File: src/rtl/bus_sequencer_pkg.sv
// Shared definitions for the bus microsequencer: opcodes, bus/register bit
// positions, FSM state encoding and instruction classification.
package bus_sequencer_pkg;

  localparam logic [4:0] OP_LDM = 5'h00;
  localparam logic [4:0] OP_MOV = 5'h01;
  localparam logic [4:0] OP_MUL = 5'h0E;
  localparam logic [4:0] OP_DIV = 5'h0F;
  localparam logic [4:0] OP_NOP = 5'h1F;

  localparam int IDX_R0     = 0;
  localparam int IDX_HI     = 16;
  localparam int IDX_LO     = 17;
  localparam int IDX_ZHIGH  = 18;
  localparam int IDX_ZLOW   = 19;
  localparam int IDX_PC     = 20;
  localparam int IDX_MDR    = 21;
  localparam int IDX_INPORT = 22;
  localparam int IDX_Y      = 23;

  typedef enum logic [2:0] {
    IDLE  = 3'd0,
    S_Y   = 3'd1,
    S_Z   = 3'd2,
    S_MEM = 3'd3,
    S_WB  = 3'd4,
    S_WBH = 3'd5
  } state_t;

  typedef enum logic [2:0] {
    CLS_LDM    = 3'd0,
    CLS_MOV    = 3'd1,
    CLS_MULDIV = 3'd2,
    CLS_ALU    = 3'd3,
    CLS_NOP    = 3'd4
  } iclass_t;

  // Every opcode not listed explicitly is a two-operand ALU operation.
  function automatic iclass_t classify(input logic [4:0] opcode);
    case (opcode)
      OP_LDM:         return CLS_LDM;
      OP_MOV:         return CLS_MOV;
      OP_MUL, OP_DIV: return CLS_MULDIV;
      OP_NOP:         return CLS_NOP;
      default:        return CLS_ALU;
    endcase
  endfunction

endpackage

File: src/rtl/bus_sequencer_onehot_dec4.sv
// 4-bit register field to 16-bit one-hot select.
module onehot_dec4 (
  input  logic [3:0]  idx,
  output logic [15:0] onehot
);

  assign onehot = 16'h0001 << idx;

endmodule

File: src/rtl/bus_sequencer.sv
// Microsequencer for the single-bus register-file/ALU datapath: accepts one
// decoded instruction, walks its micro-steps, pulses done on the last one.
module bus_sequencer
  import bus_sequencer_pkg::*;
#(
  parameter int MEM_WAIT = 1
) (
  input  logic        clock,
  input  logic        clear,
  input  logic        instr_valid,
  output logic        instr_ready,
  input  logic [31:0] instr,
  output logic [23:0] bus_out_sel,
  output logic [23:0] reg_in_en,
  output logic        Read,
  output logic [4:0]  op,
  output logic        done
);

  // A zero wait would skip the memory step entirely, so clamp into 1..15.
  localparam int MEM_CYC = (MEM_WAIT < 1) ? 1 : ((MEM_WAIT > 15) ? 15 : MEM_WAIT);
  localparam logic [3:0] CNT_LOAD = 4'(MEM_CYC - 1);

  state_t      state, next_state;
  iclass_t     cls;
  logic [4:0]  opcode_q;
  logic [3:0]  ra_q, rb_q, rc_q, cnt;
  logic [15:0] ra_oh, rb_oh, rc_oh;
  logic        accept;
  logic        unused_bits;

  assign unused_bits = ^instr[14:0];
  assign accept      = instr_valid && (state == IDLE);
  assign cls         = classify(opcode_q);
  assign op          = opcode_q;

  onehot_dec4 u_dec_ra (.idx(ra_q), .onehot(ra_oh));
  onehot_dec4 u_dec_rb (.idx(rb_q), .onehot(rb_oh));
  onehot_dec4 u_dec_rc (.idx(rc_q), .onehot(rc_oh));

  always_ff @(posedge clock or negedge clear) begin
    if (!clear) state <= IDLE;
    else        state <= next_state;
  end

  // Instruction fields stay latched until the next accept so op is stable.
  always_ff @(posedge clock or negedge clear) begin
    if (!clear) begin
      opcode_q <= '0;
      ra_q     <= '0;
      rb_q     <= '0;
      rc_q     <= '0;
      cnt      <= '0;
    end else if (accept) begin
      opcode_q <= instr[31:27];
      ra_q     <= instr[26:23];
      rb_q     <= instr[22:19];
      rc_q     <= instr[18:15];
      cnt      <= CNT_LOAD;
    end else if (state == S_MEM && cnt != 4'd0) begin
      cnt <= cnt - 4'd1;
    end
  end

  always_comb begin
    next_state = state;
    case (state)
      IDLE: begin
        if (accept) begin
          case (classify(instr[31:27]))
            CLS_LDM:          next_state = S_MEM;
            CLS_MOV, CLS_NOP: next_state = S_WB;
            default:          next_state = S_Y;
          endcase
        end
      end
      S_Y:     next_state = S_Z;
      S_Z:     next_state = S_WB;
      S_MEM:   next_state = (cnt == 4'd0) ? S_WB : S_MEM;
      S_WB:    next_state = (cls == CLS_MULDIV) ? S_WBH : IDLE;
      S_WBH:   next_state = IDLE;
      default: next_state = IDLE;
    endcase
  end

  always_comb begin
    bus_out_sel = '0;
    reg_in_en   = '0;
    Read        = 1'b0;
    done        = 1'b0;
    instr_ready = 1'b0;
    case (state)
      IDLE: instr_ready = 1'b1;
      S_Y: begin
        bus_out_sel        = {8'h00, rb_oh};
        reg_in_en[IDX_Y]   = 1'b1;
      end
      S_Z: begin
        bus_out_sel          = {8'h00, rc_oh};
        reg_in_en[IDX_ZLOW]  = 1'b1;
        reg_in_en[IDX_ZHIGH] = (cls == CLS_MULDIV);
      end
      S_MEM: begin
        Read               = 1'b1;
        reg_in_en[IDX_MDR] = 1'b1;
      end
      S_WB: begin
        done = (cls != CLS_MULDIV);
        case (cls)
          CLS_LDM: begin
            bus_out_sel[IDX_MDR] = 1'b1;
            reg_in_en            = {8'h00, ra_oh};
          end
          CLS_MOV: begin
            bus_out_sel = {8'h00, rb_oh};
            reg_in_en   = {8'h00, ra_oh};
          end
          CLS_MULDIV: begin
            bus_out_sel[IDX_ZLOW] = 1'b1;
            reg_in_en[IDX_LO]     = 1'b1;
          end
          CLS_ALU: begin
            bus_out_sel[IDX_ZLOW] = 1'b1;
            reg_in_en             = {8'h00, ra_oh};
          end
          default: ;
        endcase
      end
      S_WBH: begin
        bus_out_sel[IDX_ZHIGH] = 1'b1;
        reg_in_en[IDX_HI]      = 1'b1;
        done                   = 1'b1;
      end
      default: ;
    endcase
  end

endmodule

File: config.mk
export PLATFORM = sky130hd
export DESIGN_NAME = bus_sequencer
export DESIGN_NICKNAME = d
export VERILOG_FILES = /design/src/rtl/bus_sequencer_pkg.sv /design/src/rtl/bus_sequencer_onehot_dec4.sv /design/src/rtl/bus_sequencer.sv
export SDC_FILE = /design/constraint.sdc
export NUM_CORES = 1
export LEC_CHECK = 0
export ABC_AREA = 1
export BUFFER_PORTS_ARGS = -buffer_cell sky130_fd_sc_hd__buf_2
export CAP_MARGIN = 20
export CORE_MARGIN = 4
export CORE_UTILIZATION = 35
export CTS_CLUSTER_SIZE = 8
export DETAILED_ROUTE_END_ITERATION = 16
export PLACE_DENSITY = 0.67
export RECOVER_POWER = 25
export REMOVE_ABC_BUFFERS = 1
export SLEW_MARGIN = 10
export SYNTH_ARGS = -nofsm -noshare
export SYNTH_HDL_FRONTEND = slang
export SYNTH_SLANG_ARGS = --single-unit
File: constraint.sdc
create_clock -name clock -period 1.75 [get_ports clock]
set_input_delay 0.0875 -clock clock [delete_from_list [all_inputs] [get_ports clock]]
set_output_delay 0.0875 -clock clock [all_outputs]
set_load 0.05 [all_outputs]
After elaboration in Yosys (flattened, before gate mapping):

Index checks and enable logic that the tools add are counted.

* shifts and indexed selects: 3
* eq/ne operators: 20
* reductions and logical operators: 15
* add/sub/neg operators: 1
* multiplexer cells: 27

Operators with widths (number)
* $pmux W18 S3: 1
* $mux W16: 3
* $shl A1 B4 Y16 const A: 3
* $pmux W3 S4: 2
* $eq A5 B4 Y1 const B: 4
* $mux W3: 6
* $pmux W3 S5: 1
* $eq A3 B2 Y1 const B: 4
* $eq A5 B1 Y1 const B: 2
* $eq A5 B5 Y1 const B: 2
* $logic_not A5 Y1: 2
* $eq A3 B1 Y1 const B: 3
* $eq A3 B3 Y1 const B: 3
* $logic_not A3 Y1: 3
* $mux W4: 2
* $reduce_or A2 Y1: 4
* $mux W1: 7
* $pmux W1 S2: 3
* $pmux W3 S2: 1
* $logic_not A4 Y1: 1
* $reduce_bool A4 Y1: 1
* $sub A4 B1 Y4 const B: 1
* $ne A3 B2 Y1 const B: 1
* $reduce_or A3 Y1: 1
* other kinds (4): 5

* output and inout bits: 56
* logic and storage cells: 72
* bits in registers: 24

Longest topological paths before layout:

* depth in word-level cells: 10
* gate-level depth with buffers: 10
* mapped depth without buffers: 9

Modules after synthesis:

Synthesis repeated with hierarchy kept, for this count alone.

* cells, all modules: 365
* area, all modules: 2134.5 um^2

Modules (own cells, without submodules)
* bus_sequencer: times used 1, area each 1755.4 um^2, cells an instance 275
* onehot_dec4: times used 3, area each 126.4 um^2, cells an instance 30

Least setup slack after synthesis:

No wires, ideal clock.

* kind: register to output
* start point: register state[0]
* end point: output done
* setup slack: -578 ps
* arrival: 2241 ps
* required time: 1662 ps
* stages on the path, launching flop included: 4
* path buffers: 0
* cells stage by stage: dfrtp_1 > inv_1 > nor3_1 > o21bai_1

* cells in the longest elaborated chain, start to end: 2
* elaborated cells on any way between the ends: 3

Ends and longest elaborated chain
* start, declared: line bus_sequencer.sv:24 `state_t state, next_state;`
* start signal, assigned: line bus_sequencer.sv:43 `else state <= next_state;`
* $eq A3 B3 Y1: line bus_sequencer.sv:92 `case (state)`
* $pmux W1 S2 (*): line bus_sequencer.sv:92
* end, declared: line bus_sequencer.sv:17 `output logic done`

Every way passes the cells marked *; elsewhere a longest branch is shown, timed or not.

Worst setup path after layout:

* start point: register state[1]
* end point: output reg_in_en[9]

* cells in the longest elaborated chain, start to end: 2

Ends and longest elaborated chain
* $eq A3 B3 Y1: line bus_sequencer.sv:92
* $mux W16: line bus_sequencer.sv:92
* end, declared: line bus_sequencer.sv:14 `output logic [23:0] reg_in_en,`

Every way passes these cells.

==> impl_metrics.ini <==
[worst_setup_path]
startpoint = state[1]
r2r-start = state[1]
path_max_fanout = 8
crit_path_top_delay_cell = dfrtp_2
path_cells = nor2_4 > nand2_4 > nor2_1 > nand3_4 > nor2_1 > clkbuf_4
r2r_cells = 7
cpMostUsedCell = nor2_1
path_class = register to output pin
slowest_delay_ns = 0.45
timing.critical_path.from_type = register
crit_arrival_ns = 1.76
required_ns = 1.66
end_kind = output pin

[final_layout]
syn2layout_area_growth_pct = 45.30
layoutNonFillerInstCount = 412
diodes = 0
fin_util = 0.5422
drive_above_1_share = 0.4145
finalInstanceArea_um2 = 2629
fin_nets = 382
multiInputGateArea_um2 = 1144
fillers = 469
final_cell_mix = nor2_1 (55), nand2_2 (34), buf_2 (34)
seq_area_um2 = 603.1
final_common_cell = nor2_1

[routing]
drc = 0
drt_iter0_drc = 49
wl_per_cell_um = 12.09
drt-total-wl_mm = 4.980
firstDrtPassIters = 4
route.vias.total = 1962
ant_nets = 0
drt-vias-per-instance = 4.762

[synthesis]
yosys_register_bits = 24
dominantRegCellSynth = dfrtp_1
avgSynthCellArea_um2 = 6.701
synth_edf_count = 0
ys_warn_count = 0
syn_inst = 270
synthArstFlopShare = 1.000
synth_cell_types = 25
syn_area_um2 = 1809
ys_seq_area_frac = 0.3320

[clocking]
htreeDepth = 1
cts_root_buf = clkbuf_8
cts_tree = built
clock_sinks = 24
cts.clk_slew.worst_paths_ns = 0.09
cts_buffers = 3
cts_buffer_depth = 2
insertion_delay_ns = 0.27

[pwr]
seqPwrFrac = 0.253
p_switching_uw = 2479
p_leak_uw = 0.001325
sw_frac_of_total = 0.5642
max-vdd-ir-drop_mv = 1.082
clkPwrFrac = 0.088
p_per_area_nw_per_um2 = 1671
internal_power_uw = 1915
power_frac_comb = 0.658
report.power.total_uw = 4393

[placement]
post-place-ws_ns = 0.09485
hpwl_mm = 3.461
placed_area_um2 = 2143
io_buffers = 68
gp_congestion = 0.7858
placed_cells = 398

[floorplan]
rows = 25
fp.dieH_um = 79.90
start_util = 0.3732
dieArea_um2 = 6383
die_w_um = 79.90
core_area_um2 = 4848
ioPinCount = 91

[timing]
final.setup.worst_slack_ns = -0.09712
period_needed_ns = 1.847
fin_crit_sh = 1.055
setup_viol = 19
slew_violations = 0
worst_pin_slew_ns = 1.305
hold_viol = 0
fin_skew_ns = 0.003945
max_freq_ghz = 0.5414
rsz0062_at_grt = true
slew_headroom = 0.1298

[hold_path]
min_path_type = primary input to register
min_delay_path_depth = 2
min-delay-start = instr[26]

[global_route]
grt_use_total = 0.1557
antenna_found_initial = 1
grt_pass1_vias = 1838
grt_max_degree = 34
grt_overflow = 0
grt_pass1_wl_mm = 8.017

[status]
violations = setup timing
outcome = finished, violations left

[run]
maxCapViolations = 0
cell families (layout without fill, tap and decap cells):
kind of cell | Yosys count | in the layout | synth area share
simple gates | 176 | 177 | 0.4461
flops | 24 | 24 | 0.3320
other cells | 1 | 7 | 0.002073
compound gates | 23 | 23 | 0.06570
mux | 4 | 4 | 0.02489
buf+inv | 41 | 109 | 0.1224
fa+ha+maj | 1 | 1 | 0.006915
metal layers:
layer / track usage / up-vias / wire, µm
met2: 0.2740 / 62 / 2534
met4: 0.04561 / 2 / 78
met1: 0.1879 / 897 / 2047
met3: 0.03499 / 11 / 306
li1: - / 990 / -
met5: 0 / - / 12
Yosys cell counts (3+ instances only):
library cell  instances  area share
inv_1                25       0.052
mux2_2                4       0.025
nand2_1              48        0.10
dfrtp_1              24        0.33
nor3_1               12       0.033
nor2_1               63        0.13
nand2_2              21       0.073
a21oi_1              16       0.044
buf_4                 9       0.037
nand3_1              23       0.064
nand2_4               3       0.019
o21ai_0               5       0.014
area by class of cell:
class,count,area share
multi-input combinational,212,0.4350
clock buffer,4,0.02094
inverter,27,0.03855
tap,67,0.03189
sequential,24,0.2294
timing repair buffer,78,0.2442
metrics by stage:
step	hold slack, ns	TNS [ns]
3_3_place_gp	0.1065	0
3_5_place_dp	0.1081	0
4_1_cts	0.03885	-0.7025
2_1_floorplan	-0.2081	-18.86
5_1_grt	0.03564	-3.558
6_report	0.04268	-1.129
critical path: cells and delay by family (launching register included):
family | cells | cell delay (ns)
simple gates | 5 | 0.77
buf+inv | 1 | 0.25
flops | 1 | 0.45
final timing paths:
| check | end | slack, ns |
|---|---|---|
| setup / recovery | reg_in_en[9] | -0.1 |
| hold / removal | ra_q[3] | 0.04 |
| setup reg to reg | op[3] | 0.13 |
| hold reg to reg | cnt[3] | 0.47 |
| max in group asynchronous | state[0] | 0.28 |
| min in group asynchronous | state[1] | 0.62 |
sequential cells by signal (all words and copies together) (netlist names):
register and cells:
op 5, cnt 4, rc_q 4, rb_q 4, state 3, ra_q 4
power groups by stage:
| stage | clock network, µW | logic, µW | registers [µW] |
|---|---|---|---|
| detailed placement | 0 | 2390 | 1110 |
| global route | 419 | 3150 | 1170 |
| CTS | 396 | 2770 | 1090 |
| global placement | 0 | 2370 | 1100 |
| floorplan | 0 | 1690 | 1260 |
| finish | 388 | 2890 | 1110 |
repair_timing:
item	4_1_cts	5_1_grt
hold buffers	1	0
gates cloned	1	0
endpoints found under the hold margin	24	0
setup buffers	7	1
resized for setup	72	47
setup endpoints to repair	25	36
pin swaps	12	12
(Power assumes the default switching activity.)
